## src/rtl/micalog_counter_pkg.sv

```systemverilog
// Shared definitions for the micalog counter family: limit-handling mode
// constants and the clamp helper used when loading a new count value.
package micalog_counter_pkg;

   localparam int COUNT_WRAP     = 0;
   localparam int COUNT_SATURATE = 1;

   // Force value into [lo, hi]; operands are carried at 32 bits so any
   // counter width up to 32 can share one helper.
   function automatic logic [31:0] clamp(
      input logic [31:0] value,
      input logic [31:0] lo,
      input logic [31:0] hi
   );
      if (value > hi) begin
         clamp = hi;
      end else if (value < lo) begin
         clamp = lo;
      end else begin
         clamp = value;
      end
   endfunction

endpackage

```

## src/rtl/prescaled_up_down_counter_prescaler.sv

```systemverilog
// Count-enable prescaler: emits one tick for every PRESCALE enabled cycles.
// With PRESCALE = 1 there is no phase register and tick follows enable.
module prescaler #(
   parameter int PRESCALE = 1
) (
   input  logic clock,
   input  logic reset_,
   input  logic clear,
   input  logic enable,
   output logic tick
);

   generate
      if (PRESCALE == 1) begin : g_bypass
         logic unused_ctrl;
         assign unused_ctrl = ^{clock, reset_, clear};
         assign tick        = enable;
      end else begin : g_div
         localparam int            PW   = $clog2(PRESCALE);
         localparam logic [PW-1:0] LAST = PW'(PRESCALE - 1);

         logic [PW-1:0] phase_q;

         assign tick = enable && (phase_q == LAST);

         // Phase counter: advances on enabled cycles, restarts after a tick,
         // and discards any partial phase on reset or an external clear.
         always_ff @(posedge clock) begin
            if (reset_ || clear) begin
               phase_q <= '0;
            end else if (enable) begin
               phase_q <= tick ? '0 : phase_q + PW'(1);
            end
         end
      end
   endgenerate

endmodule

```

## src/rtl/prescaled_up_down_counter.sv

```systemverilog
// Range-limited up/down counter with wrap or saturate behaviour at the
// limits, a count-enable prescaler, a clamped load port and boundary flags.
module prescaled_up_down_counter
   import micalog_counter_pkg::*;
#(
   parameter int               WIDTH       = 16,
   parameter logic [WIDTH-1:0] LIMIT_LO    = '0,
   parameter logic [WIDTH-1:0] LIMIT_HI    = {WIDTH{1'b1}},
   parameter int               SATURATE    = COUNT_WRAP,
   parameter int               PRESCALE    = 1,
   parameter logic [WIDTH-1:0] RESET_VALUE = LIMIT_LO
) (
   input  logic             clock,
   input  logic             reset_,
   input  logic             load,
   input  logic [WIDTH-1:0] load_value,
   input  logic             enable,
   input  logic             up,
   output logic [WIDTH-1:0] count,
   output logic             at_max,
   output logic             at_min,
   output logic             boundary
);

   localparam bit SAT_MODE = (SATURATE == COUNT_SATURATE);

   logic             tick;
   logic [WIDTH-1:0] count_q;
   logic [WIDTH-1:0] count_nxt;
   logic             boundary_q;
   logic             boundary_nxt;

   // A load restarts the prescale phase so the next step needs a full
   // PRESCALE enabled cycles.
   prescaler #(
      .PRESCALE (PRESCALE)
   ) u_prescaler (
      .clock  (clock),
      .reset_ (reset_),
      .clear  (load),
      .enable (enable),
      .tick   (tick)
   );

   // Next count: load beats tick; limits are compared before stepping so
   // no carry or borrow out of WIDTH bits is ever needed.
   always_comb begin
      count_nxt    = count_q;
      boundary_nxt = 1'b0;
      if (load) begin
         count_nxt = WIDTH'(clamp(32'(load_value), 32'(LIMIT_LO), 32'(LIMIT_HI)));
      end else if (tick) begin
         if (up) begin
            if (count_q == LIMIT_HI) begin
               boundary_nxt = 1'b1;
               count_nxt    = SAT_MODE ? LIMIT_HI : LIMIT_LO;
            end else begin
               count_nxt = count_q + WIDTH'(1);
            end
         end else begin
            if (count_q == LIMIT_LO) begin
               boundary_nxt = 1'b1;
               count_nxt    = SAT_MODE ? LIMIT_LO : LIMIT_HI;
            end else begin
               count_nxt = count_q - WIDTH'(1);
            end
         end
      end
   end

   // Count and boundary-pulse registers.
   always_ff @(posedge clock) begin
      if (reset_) begin
         count_q    <= RESET_VALUE;
         boundary_q <= 1'b0;
      end else begin
         count_q    <= count_nxt;
         boundary_q <= boundary_nxt;
      end
   end

   assign count    = count_q;
   assign boundary = boundary_q;
   assign at_max   = (count_q == LIMIT_HI);
   assign at_min   = (count_q == LIMIT_LO);

endmodule

```

## config.mk

```make
export PLATFORM = sky130hd
export DESIGN_NAME = prescaled_up_down_counter
export DESIGN_NICKNAME = d
export VERILOG_FILES = /design/src/rtl/micalog_counter_pkg.sv /design/src/rtl/prescaled_up_down_counter_prescaler.sv /design/src/rtl/prescaled_up_down_counter.sv
export SDC_FILE = /design/constraint.sdc
export NUM_CORES = 1
export LEC_CHECK = 0
export CAP_MARGIN = 25
export CORE_MARGIN = 2
export CORE_UTILIZATION = 30
export CTS_CLUSTER_DIAMETER = 80
export DETAILED_ROUTE_END_ITERATION = 10
export RECOVER_POWER = 25
export SLEW_MARGIN = 20
export SYNTH_ARGS = -nofsm -noshare
export SYNTH_HDL_FRONTEND = slang
export SYNTH_SLANG_ARGS = --single-unit
```

## constraint.sdc

```tcl
create_clock -name clock -period 2.5 [get_ports clock]
set_clock_uncertainty 0.2 [all_clocks]
set_input_delay 0.5 -clock clock [delete_from_list [all_inputs] [get_ports clock]]
set_output_delay 0.5 -clock clock [all_outputs]
set_load 0.005 [all_outputs]
```

==> summary.md <==
| Metric | Value |
|---|---|
| Status | `finished, final reports clean` |
| CTS Buf Count | `3` |
| Syn nets | `approximately 260` |
| Int Power | `0.615 mW` |
| Clock network power share | `0.235` |
| Syn Std Cell Area | `1760 um^2` |
| Synth Flop Type | `dfxtp_1` |
| Largest net degree at the start of global routing | `36` |
| Worst Max-Slew Pin Slew | `approximately 0.58 ns` |
| CP Max Fanout | `4` |
| Syn Area/Cell | `7.37 um^2` |
| Core area | `5570 um^2` |
| I/O pin total | `40` |
| Synth warnings | `0` |
| Std-Cell Rows | `27` |
| Cell type with the largest total area after synthesis | `dfxtp_1` |
| NetSw | `0.343 mW` |
| Die H | `around 80 um` |
| Worst Path Required | `1.80 ns` |
| Area contributors post-synth | `dfxtp_1 19%, a21oi_1 5.1%, clkbuf_1 3.6%, nor4_4 3.6%, nor3_1 3.4%` |
| Placed Area | `2440 um^2` |
| GRT met2 Usage | `0.323` |
| Sequential Power Share | `0.332` |
| Worst-path clk slew | `0.08 ns` |
| Ys async rst share | `0` |
| Final setup fails | `0` |
| DP HPWL | `4.54 mm` |
| Clk_lat worst skew | `0.26 ns` |
| Drt pass-1 iters | `4` |
| Minimum clock period | `between 2 and 2.5 ns` |
| FMAX | `422 MHz` |
| Antenna Cells | `0` |
| RSZ-0062 raised after global routing | `no` |
| Initial antenna violation count | `0` |
| Design Area, Final | `2610 um^2` |
| GRT Max-Usage Layer | `met2` |
| Sw Share | `0.358` |
| #FFs+latches synth | `17` |
| Drt wl/cell | `16.3 um` |
| Power Density | `around 370 nW/um^2` |
| Pre-CTS setup slack | `-0.00752 ns` |
| Max Slew Vio Count | `0` |
| Post-CTS Hold Buffers | `0` |
| Post-route DRC | `0` |
| Final Power | `0.958 mW` |
| Kind of critical path | `flop to output pin` |
| Routed Antenna Nets | `0` |
| H-tree levels | `1` |
| GR Util All Layers | `0.199` |
| Cells after synthesis | `239` |
| CP startpoint kind | `flop` |
| Yosys top cell area share | `0.193` |
| Post-synth EDFFs | `0` |
| Leak | `1.03 nW` |
| Post-layout nets | `331` |
| First-pass GRT wire length | `10.1 mm` |
| Worst setup EP type | `output pin` |
| Final non-filler cell total | `378` |
| Max Cap Viol | `0` |
| Period Utilization, post-route | `0.947` |
| Total congestion overflow | `0` |
| Synth cell types | `56` |
| Root Buffer | `clkbuf_8` |
| Die width | `80.6 um` |
| Final Hold Viols | `0` |
| Fillers | `571` |
| Die footprint | `6500 um^2` |
| Hold crit path type | `flop to flop` |
| Vias/cell | `5.58` |
| Initial core utilization | `0.316` |
| Total number of vias | `2108` |
| Synth-to-Final Area Change | `48.2%` |
| Port Buffers | `39` |
| Comb pwr share | `0.433` |
| CTS Sinks | `17` |
| Worst vdd ir | `211 uV` |
| M1 GR Usage | `0.278` |
| Clk buf depth | `2` |
| Initial drt markers | `153` |
| Layout cells sized above 1 | `0.245` |
| Final GP Congestion | `roughly 0.88` |
| Commonest cells post-synth | `18 x a21oi_1, 17 x clkbuf_1, 17 x dfxtp_1, 16 x nand2_1, 16 x nor2_1` |
| CTS tree | `built` |
| Drt total wl | `about 6.2 mm` |
| Slew headroom | `0.611` |
| Worst setup margin | `0.133 ns` |
| Met3 usage | `0.0292` |
| Crit path DAT | `1.67 ns` |
| Seq/Total Area, Yosys | `0.193` |
| Top-count cell post-synth | `a21oi_1` |
| Vias in the first global route | `1952` |
| Post-route setup TNS | `0 ns` |
| Placed insts | `367` |
[worst paths after layout]
kind | cells past startpoint | to | startpoint | slack [ns]
hold reg to reg | 3 | count[3] | count[3] | 0.52
setup / recovery | 7 | at_min | count[0] | 0.13
setup reg to reg | 6 | count[7] | count[5] | 0.23
hold / removal | 3 | count[3] | count[3] | 0.52
[critical path, stage by stage (launching register included)]
cell             delay, ns
dfxtp_4               0.36
inv_1                 0.08
ha_1                  0.18
nor4b_4               0.19
buf_4                 0.15
nand2b_1              0.09
nor2_2                0.13
clkdlybuf4s15_1       0.22
[area by class of cell]
| class | count | area (um^2) | area share |
|---|---|---|---|
| multi-input cells | 187 | 1320 | 0.506 |
| repair buffers | 88 | 753 | 0.289 |
| flip-flops and latches | 17 | 363 | 0.139 |
| well taps | 72 | 90.1 | 0.0345 |
| clock buffers | 3 | 41.3 | 0.0158 |
| inverters | 10 | 37.5 | 0.0144 |
| clock inverters | 1 | 5.00 | 0.00192 |
[cell usage in the layout, fill, tap and decap left out, drive strengths merged, types with 3 or more instances in the layout]
| master | Yosys | final |
|---|---|---|
| xor2 | 3 | 3 |
| o21a | 4 | 4 |
| nor4 | 8 | 8 |
| clkdlybuf4s50 | 0 | 33 |
| dfxtp | 17 | 17 |
| o22ai | 3 | 3 |
| nand4 | 6 | 6 |
| nand2b | 4 | 4 |
| nand4b | 3 | 3 |
| nand3 | 12 | 12 |
| nor3 | 12 | 12 |
| and3 | 5 | 5 |
| nor2b | 5 | 5 |
| nor3b | 3 | 3 |
| a21oi | 18 | 18 |
| ha | 3 | 3 |
| a21o | 3 | 3 |
| or3 | 3 | 3 |
| inv | 10 | 10 |
| o21ai | 8 | 8 |
| a211oi | 7 | 7 |
| xnor2 | 6 | 6 |
| buf | 8 | 47 |
| nor4b | 3 | 3 |
| clkbuf | 17 | 5 |
| dlygate4sd3 | 0 | 4 |
| a31oi | 4 | 4 |
| nor2 | 16 | 16 |
| nand2 | 16 | 16 |
| a2111oi | 3 | 3 |
| and4 | 3 | 3 |
[state kept, by name, indices dropped and copies added, names as in the netlist]
name      flops
boundary      1
count        16
[repair_timing]
action / 4_1_cts / 5_1_grt
endpoints found under the hold margin: 0 / 0
setup endpoints to repair: 2 / 2
resized for setup: 17 / 11
gates cloned: 0 / 0
buffers inserted: 3 / 4
pin swaps: 4 / 5
[per-stage QoR]
| stage | hold slack [ns] | util |
|---|---|---|
| floorplan | 0.449 | - |
| global placement | 0.510 | 0.438 |
| detailed placement | 0.518 | 0.438 |
| CTS | 0.498 | 0.458 |
| global route | 0.552 | 0.468 |
| finish | 0.524 | 0.468 |
[logic make-up (layout without fill, tap and decap cells)]
family                     Yosys count  count (layout)  synth area share
and+or+nand+nor                    104             104             0.361
AOI/OAI and AO/OA                   68              68             0.275
buffers and inverters               35             102            0.0867
DFF                                 17              17             0.193
xor gates and xnor gates             9               9            0.0448
adders and majority gates            3               3            0.0213
muxes                                3               3            0.0178
[metal layers]
metal,routed length (um),share of wire
met1,2810,0.46
met2,2890,0.47
met3,390,0.063
met4,80,0.013
met5,0,0
[power by group through the flow]
| stage | Clock (mW) | Combinational, mW | Sequential, mW |
|---|---|---|---|
| detailed placement | 0 | 0.400 | 0.322 |
| finish | 0.226 | 0.414 | 0.318 |
| CTS | 0.231 | 0.411 | 0.318 |
| global route | 0.238 | 0.452 | 0.322 |
| global placement | 0 | 0.400 | 0.322 |
| floorplan | 0 | 0.218 | 0.317 |
(Power assumes the default switching activity.)
